File: src/rtl/exmem_memwb_pipe.sv
// exmem_memwb_pipe: EX/MEM and MEM/WB stage registers with stall hold, deferred flush and retire counter
module exmem_memwb_pipe #(
    parameter int XLEN = 32,
    parameter int CNTW = 32
) (
    input  logic            i_clk,
    input  logic            i_rst,
    input  logic            i_ex_valid,
    input  logic            i_ex_regwr,
    input  logic            i_ex_memrd,
    input  logic            i_ex_memwr,
    input  logic            i_ex_memtoreg,
    input  logic [4:0]      i_ex_rd,
    input  logic [XLEN-1:0] i_ex_alu_result,
    input  logic [XLEN-1:0] i_ex_store_data,
    input  logic            i_flush,
    input  logic            i_mem_stall,
    input  logic [XLEN-1:0] i_dmem_rdata,
    output logic [XLEN-1:0] o_dmem_addr,
    output logic [XLEN-1:0] o_dmem_wdata,
    output logic            o_dmem_we,
    output logic            o_dmem_re,
    output logic            o_pipe_stall_req,
    output logic            o_exmem_regwr,
    output logic [4:0]      o_exmem_rd,
    output logic            o_exmem_memrd,
    output logic [XLEN-1:0] o_exmem_alu_result,
    output logic            o_memwb_regwr,
    output logic [4:0]      o_memwb_rd,
    output logic [XLEN-1:0] o_memwb_wdata,
    output logic [CNTW-1:0] o_retired
);
    logic            r_em_valid, r_em_regwr, r_em_memrd, r_em_memwr, r_em_memtoreg;
    logic [4:0]      r_em_rd;
    logic [XLEN-1:0] r_em_alu, r_em_sdata;
    logic            r_pend_flush;
    logic            r_wb_valid, r_wb_regwr;
    logic [4:0]      r_wb_rd;
    logic [XLEN-1:0] r_wb_wdata;
    logic [CNTW-1:0] r_retired;
    logic [XLEN-1:0] w_wb_data;
    logic            w_kill;

    assign w_kill = i_flush | r_pend_flush;

    // EX/MEM: reset, hold on stall, bubble on (deferred) flush, else capture; x0 never reported as written
    always_ff @(posedge i_clk) begin
        if (i_rst || (!i_mem_stall && w_kill)) begin
            r_em_valid    <= 1'b0;
            r_em_regwr    <= 1'b0;
            r_em_memrd    <= 1'b0;
            r_em_memwr    <= 1'b0;
            r_em_memtoreg <= 1'b0;
            r_em_rd       <= '0;
            r_em_alu      <= '0;
            r_em_sdata    <= '0;
        end else if (!i_mem_stall) begin
            r_em_valid    <= i_ex_valid;
            r_em_regwr    <= i_ex_regwr & (i_ex_rd != 5'd0);
            r_em_memrd    <= i_ex_memrd;
            r_em_memwr    <= i_ex_memwr;
            r_em_memtoreg <= i_ex_memtoreg;
            r_em_rd       <= i_ex_rd;
            r_em_alu      <= i_ex_alu_result;
            r_em_sdata    <= i_ex_store_data;
        end
    end

    // Remember a flush seen during a stall until the first free edge inserts the bubble
    always_ff @(posedge i_clk) begin
        r_pend_flush <= i_rst ? 1'b0 : (i_mem_stall ? (r_pend_flush | i_flush) : 1'b0);
    end

    // Writeback data: load data for memtoreg instructions, ALU result otherwise
    always_comb begin
        w_wb_data = r_em_memtoreg ? i_dmem_rdata : r_em_alu;
    end

    // MEM/WB: bubble while stalled (the MEM instruction stays in EX/MEM), else advance; count retirements
    always_ff @(posedge i_clk) begin
        if (i_rst || i_mem_stall) begin
            r_wb_valid <= 1'b0;
            r_wb_regwr <= 1'b0;
            r_wb_rd    <= '0;
            r_wb_wdata <= '0;
        end else begin
            r_wb_valid <= r_em_valid;
            r_wb_regwr <= r_em_regwr;
            r_wb_rd    <= r_em_rd;
            r_wb_wdata <= w_wb_data;
        end
        if (i_rst)
            r_retired <= '0;
        else if (!i_mem_stall && r_em_valid)
            r_retired <= r_retired + 1'b1;
    end

    assign o_dmem_addr        = r_em_alu;
    assign o_dmem_wdata       = r_em_sdata;
    assign o_dmem_we          = r_em_valid & r_em_memwr;
    assign o_dmem_re          = r_em_valid & r_em_memrd;
    assign o_pipe_stall_req   = i_mem_stall;
    assign o_exmem_regwr      = r_em_valid & r_em_regwr;
    assign o_exmem_rd         = r_em_rd;
    assign o_exmem_memrd      = r_em_valid & r_em_memrd;
    assign o_exmem_alu_result = r_em_alu;
    assign o_memwb_regwr      = r_wb_valid & r_wb_regwr;
    assign o_memwb_rd         = r_wb_rd;
    assign o_memwb_wdata      = r_wb_wdata;
    assign o_retired          = r_retired;
endmodule

File: config.mk
export PLATFORM = sky130hd
export DESIGN_NAME = exmem_memwb_pipe
export DESIGN_NICKNAME = d
export VERILOG_FILES = /design/src/rtl/exmem_memwb_pipe.sv
export SDC_FILE = /design/constraint.sdc
export NUM_CORES = 1
export LEC_CHECK = 0
export ABC_AREA = 1
export BUFFER_PORTS_ARGS = -buffer_cell sky130_fd_sc_hd__buf_4
export CORE_MARGIN = 2
export CORE_UTILIZATION = 35
export CTS_CLUSTER_DIAMETER = 40
export DETAILED_ROUTE_END_ITERATION = 12
export GPL_ROUTABILITY_DRIVEN = 0
export GPL_TIMING_DRIVEN = 0
export PLACE_DENSITY = 0.65
export SKIP_LAST_GASP = 1
export SYNTH_ARGS = -nofsm -noshare
export SYNTH_HDL_FRONTEND = slang
export SYNTH_SLANG_ARGS = --single-unit
File: constraint.sdc
create_clock -name i_clk -period 2.7 [get_ports i_clk]
set_input_delay 0.405 -clock i_clk [delete_from_list [all_inputs] [get_ports i_clk]]
set_output_delay 0.405 -clock i_clk [all_outputs]
set_load 0.005 [all_outputs]
# Word-level counts from Yosys, hierarchy flattened
# Index checks and enable logic that the tools add are counted.
[word_totals]
reg_bits = 146
latchBits = 0
mem_bits_rw = 0
mem_bits_ro = 0
in_bits = 110
out_inout_bits = 176
word_cells = 30
memories = 0
[classes]
addsub = 1
n_mul = 0
n_div = 0
order_cmp = 0
eq_ne = 0
n_shift = 0
muxes = 1
bitwise_logic = 7
reduce_logical = 7
[op_table]
columns = ["cell", "n"]
rows = [
  ["$add 32x1->32 const B", 1],
  ["$mux 32", 1],
  ["$and 1x1->1", 5],
  ["$reduce_bool 5->1", 1],
  ["$logic_and 1x1->1", 2],
  ["$logic_or 1x1->1", 2],
  ["$reduce_or 2->1", 1],
  ["$logic_not 1->1", 1],
  ["$not 1->1", 1],
  ["$or 1x1->1", 1],
]

# Longest topological paths before layout
[logic_depth]
depth_word = 3
mapped_depth = 10
mapped_depth_nobuf = 9

# Worst setup path after synthesis
# No wires, ideal clock.
[synth_timing]
path_kind = "register to register"
start = "register r_retired[1] (netlist: o_retired[1])"
end = "register r_retired[14] (netlist: o_retired[14])"
setup_time_ns = 0.116
arrival_ns = 1.309
slack_ns = 1.276
stages_incl_launch_ff = 9
synth_period_minus_slack_ns = 1.424
cell_sequence = "dfxtp_1 ha_1 nand3_1 nor2_4 nand2_4 nor2_1 nand2_1 o21ai_0 nor2_1"
[synth_via]
elab_chain_cells = 1
[synth_lines]
columns = ["element", "line", "source"]
rows = [
  ["from (decl)", "40", "logic [CNTW-1:0] r_retired;"],
  ["from (signal assigned)", "95", "r_retired <= r_retired + 1'b1;"],
  ["$add 32x1->32", "95", ""],
]
# Every way passes these cells.
# A chain may end at the register's enable or synchronous reset.

# Final worst setup path
[layout_timing]
start = "register r_em_valid"
end = "output o_exmem_memrd"
[layout_via]
elab_chain_cells = 1
[layout_lines]
columns = ["element", "line", "source"]
rows = [
  ["from (decl)", "33", "logic r_em_valid, r_em_regwr, r_em_memrd, r_em_memwr, r_em_memtoreg;"],
  ["from (signal assigned)", "58", "r_em_valid <= i_ex_valid;"],
  ["$and 1x1->1", "105", "assign o_exmem_memrd = r_em_valid & r_em_memrd;"],
  ["to (decl)", "26", "output logic o_exmem_memrd,"],
]
# Every way passes these cells.

==> flow_summary.json <==
{
  "nets": 1239,
  "drtIter0Drc": 290,
  "cts_buffers": 17,
  "hold_class": "in -> reg",
  "pwr-share-seq_pct": 44.0,
  "crit_type": "reg -> out",
  "rows": 47,
  "wire_per_inst_um": 14.23,
  "drc": 0,
  "drt-pass1-iter-count": 5,
  "wirelength_mm": 19.37,
  "place_hpwl_mm": 14.95,
  "p_leak_uw": 0.004204,
  "layout_commonest_cell": "buf_4",
  "hold_viol_final": 0,
  "crit_path_end_kind": "output port",
  "setup_viol": 0,
  "maxSlewViolCount": 0,
  "tns_ns": 0,
  "numPortBuffers": 284,
  "syn_avg_cell_area_um2": 7.213,
  "required_ns": 2.30,
  "power.total_uw": 5166,
  "die_w_um": 134.4,
  "arrival_ns": 1.27,
  "htree_levels": 4,
  "fin_area_mm2": 0.008959,
  "cts_resized": 0,
  "peakVddDrop_mv": 0.4162,
  "startpoint_type": "flop",
  "syn_inst": 825,
  "antenna_left": 0,
  "synth_fp_nets": 936,
  "io_pins": 286,
  "power.density_mw_per_mm2": 576.7,
  "coreArea_mm2": 0.01658,
  "multi_input_area_mm2": 0.002347,
  "area_delta_synth_final_pct": 50.55,
  "antenna_found_initial": 0,
  "maxCapViolCount": 0,
  "register_area_mm2": 0.002923,
  "worstMarginPinSlew_ns": 0.5210,
  "synth_seq_cells": 146,
  "drive_gt1_share_pct": 33.22,
  "fin_skew_ns": 0.01225,
  "relSlewSlack_pct": 65.27,
  "finalCriticalPeriod_ns": 1.676,
  "pwr-share-clk_pct": 46.0,
  "clk_latency_ns": 0.42,
  "synth_area_mm2": 0.005951,
  "clock_path_buffers": 2,
  "grt_pass1_wl_mm": 29.59,
  "status": "finished clean",
  "utilization_pct": 54.02,
  "crit_fanout": 5,
  "cts.sinks": 146,
  "holdBufCountCts": 0,
  "start_util_pct": 35.88,
  "die-height_um": 134.4,
  "power.net_switching_uw": 1169,
  "grt_overflow": 0,
  "cts_setup_buffers": 0,
  "viasPerCell": 4.515,
  "max_clock_freq_mhz": 596.6,
  "yosys_warnings": 0,
  "filler_cell_count": 1664,
  "swShare_pct": 22.63,
  "placed_area_mm2": 0.008358,
  "clk_pin_slew_worst_paths_ns": 0.06,
  "synth-seq-area-share_pct": 49.12,
  "via_count": 6145,
  "dieArea_mm2": 0.01806,
  "min_period_over_period_pct": 62.08,
  "grt_pass1_vias": 5584,
  "root_buffer": "clkbuf_16",
  "pwr-share-comb_pct": 10.0,
  "cts_tree": "built",
  "rsz0062_at_grt": "no",
  "place_inst": 1329,
  "fin_cells": 1361,
  "antenna_cells": 0,
  "final_cell_mix": "318 x buf_4, 278 x nand2_1, 146 x dfxtp_1",
  "grt_start_max_net_pins": 17,
  "p_int_uw": 3997,
  "track_usage_pct": 20.99,
  "synth.distinct_cells": 29
}
area by class of cell:
cell class,count,area share (%)
Buffer,74,4.874
Clock inverter,7,1.061
Sequential cell,146,32.63
Multi-Input combinational cell,540,26.20
Tap cell,220,3.073
Timing Repair Buffer,284,23.80
Inverter,65,2.723
Clock buffer,25,5.642
state kept, by name, indices dropped and copies added (netlist names), 5 cells and up:
signal	flops
o_dmem_addr	32
o_dmem_wdata	32
o_exmem_rd	5
o_memwb_rd	5
o_memwb_wdata	32
o_retired	32
through the flow:
stage | setup slack [ns] | hold WS (ns)
2_1_floorplan | 1.276 | 0.4216
3_3_place_gp | 1.087 | 0.4300
3_5_place_dp | 1.026 | 0.4340
4_1_cts | 1.004 | 0.2240
5_1_grt | 0.9102 | 0.2271
6_report | 1.024 | 0.2420
metal layers:
metal / vias up / share of wire (%) / GRT usage (%)
met5: - / 0 / 0
li1: 3159 / - / -
met3: 27 / 7.0 / 6.122
met2: 190 / 51 / 37.30
met4: 0 / 2.1 / 7.368
met1: 2769 / 40 / 23.94
worst paths after layout:
kind	from	to	slack [ns]	depth (start not counted)
max	r_em_valid	o_exmem_memrd	1.02	4
min	i_ex_store_data[16]	o_dmem_wdata[16]	0.24	3
max reg2reg	o_retired[1]	o_retired[14]	1.06	8
min reg2reg	o_exmem_rd[4]	o_memwb_rd[4]	0.44	2
critical path, stage by stage (launching register included):
cell,delay (ns)
dfxtp_1,0.46
nand2_1,0.10
inv_1,0.10
buf_4,0.11
buf_4,0.09
synth_stat cells, drive strengths merged:
cell	instances	area (um^2)
nand4	6	37.54
nand2	280	1066
nor3b	1	7.510
nor3	4	20.02
o21ai	15	75.07
nor2	83	352.8
clkbuf	18	67.56
o31ai	1	7.510
ha	1	12.51
buf	56	369.1
inv	64	240.2
o21bai	2	15.01
o21a	1	7.510
nand3	28	150.1
clkinv	1	3.750
dfxtp	146	2923
xnor2	1	8.760
a21oi	116	580.6
and2	1	6.260
power groups by stage:
stage          clock, uW  sequential, uW  combinational (uW)
6_report            2380            2270                 515
5_1_grt             2520            2280                 569
3_5_place_dp           0            2320                 520
2_1_floorplan          0            2310                 204
4_1_cts             2430            2270                 523
3_3_place_gp           0            2320                 514
cells by family (layout without fill, tap and decap cells):
group / after synthesis / count (layout) / synth area share [%]
fa+ha+maj: 1 / 1 / 0.2102
buf+inv: 139 / 455 / 11.44
xor+xnor: 1 / 1 / 0.1472
flops: 146 / 146 / 49.12
simple gates: 403 / 403 / 27.57
compound gates: 135 / 135 / 11.52
No activity file was read; power rests on OpenSTA's default activity.
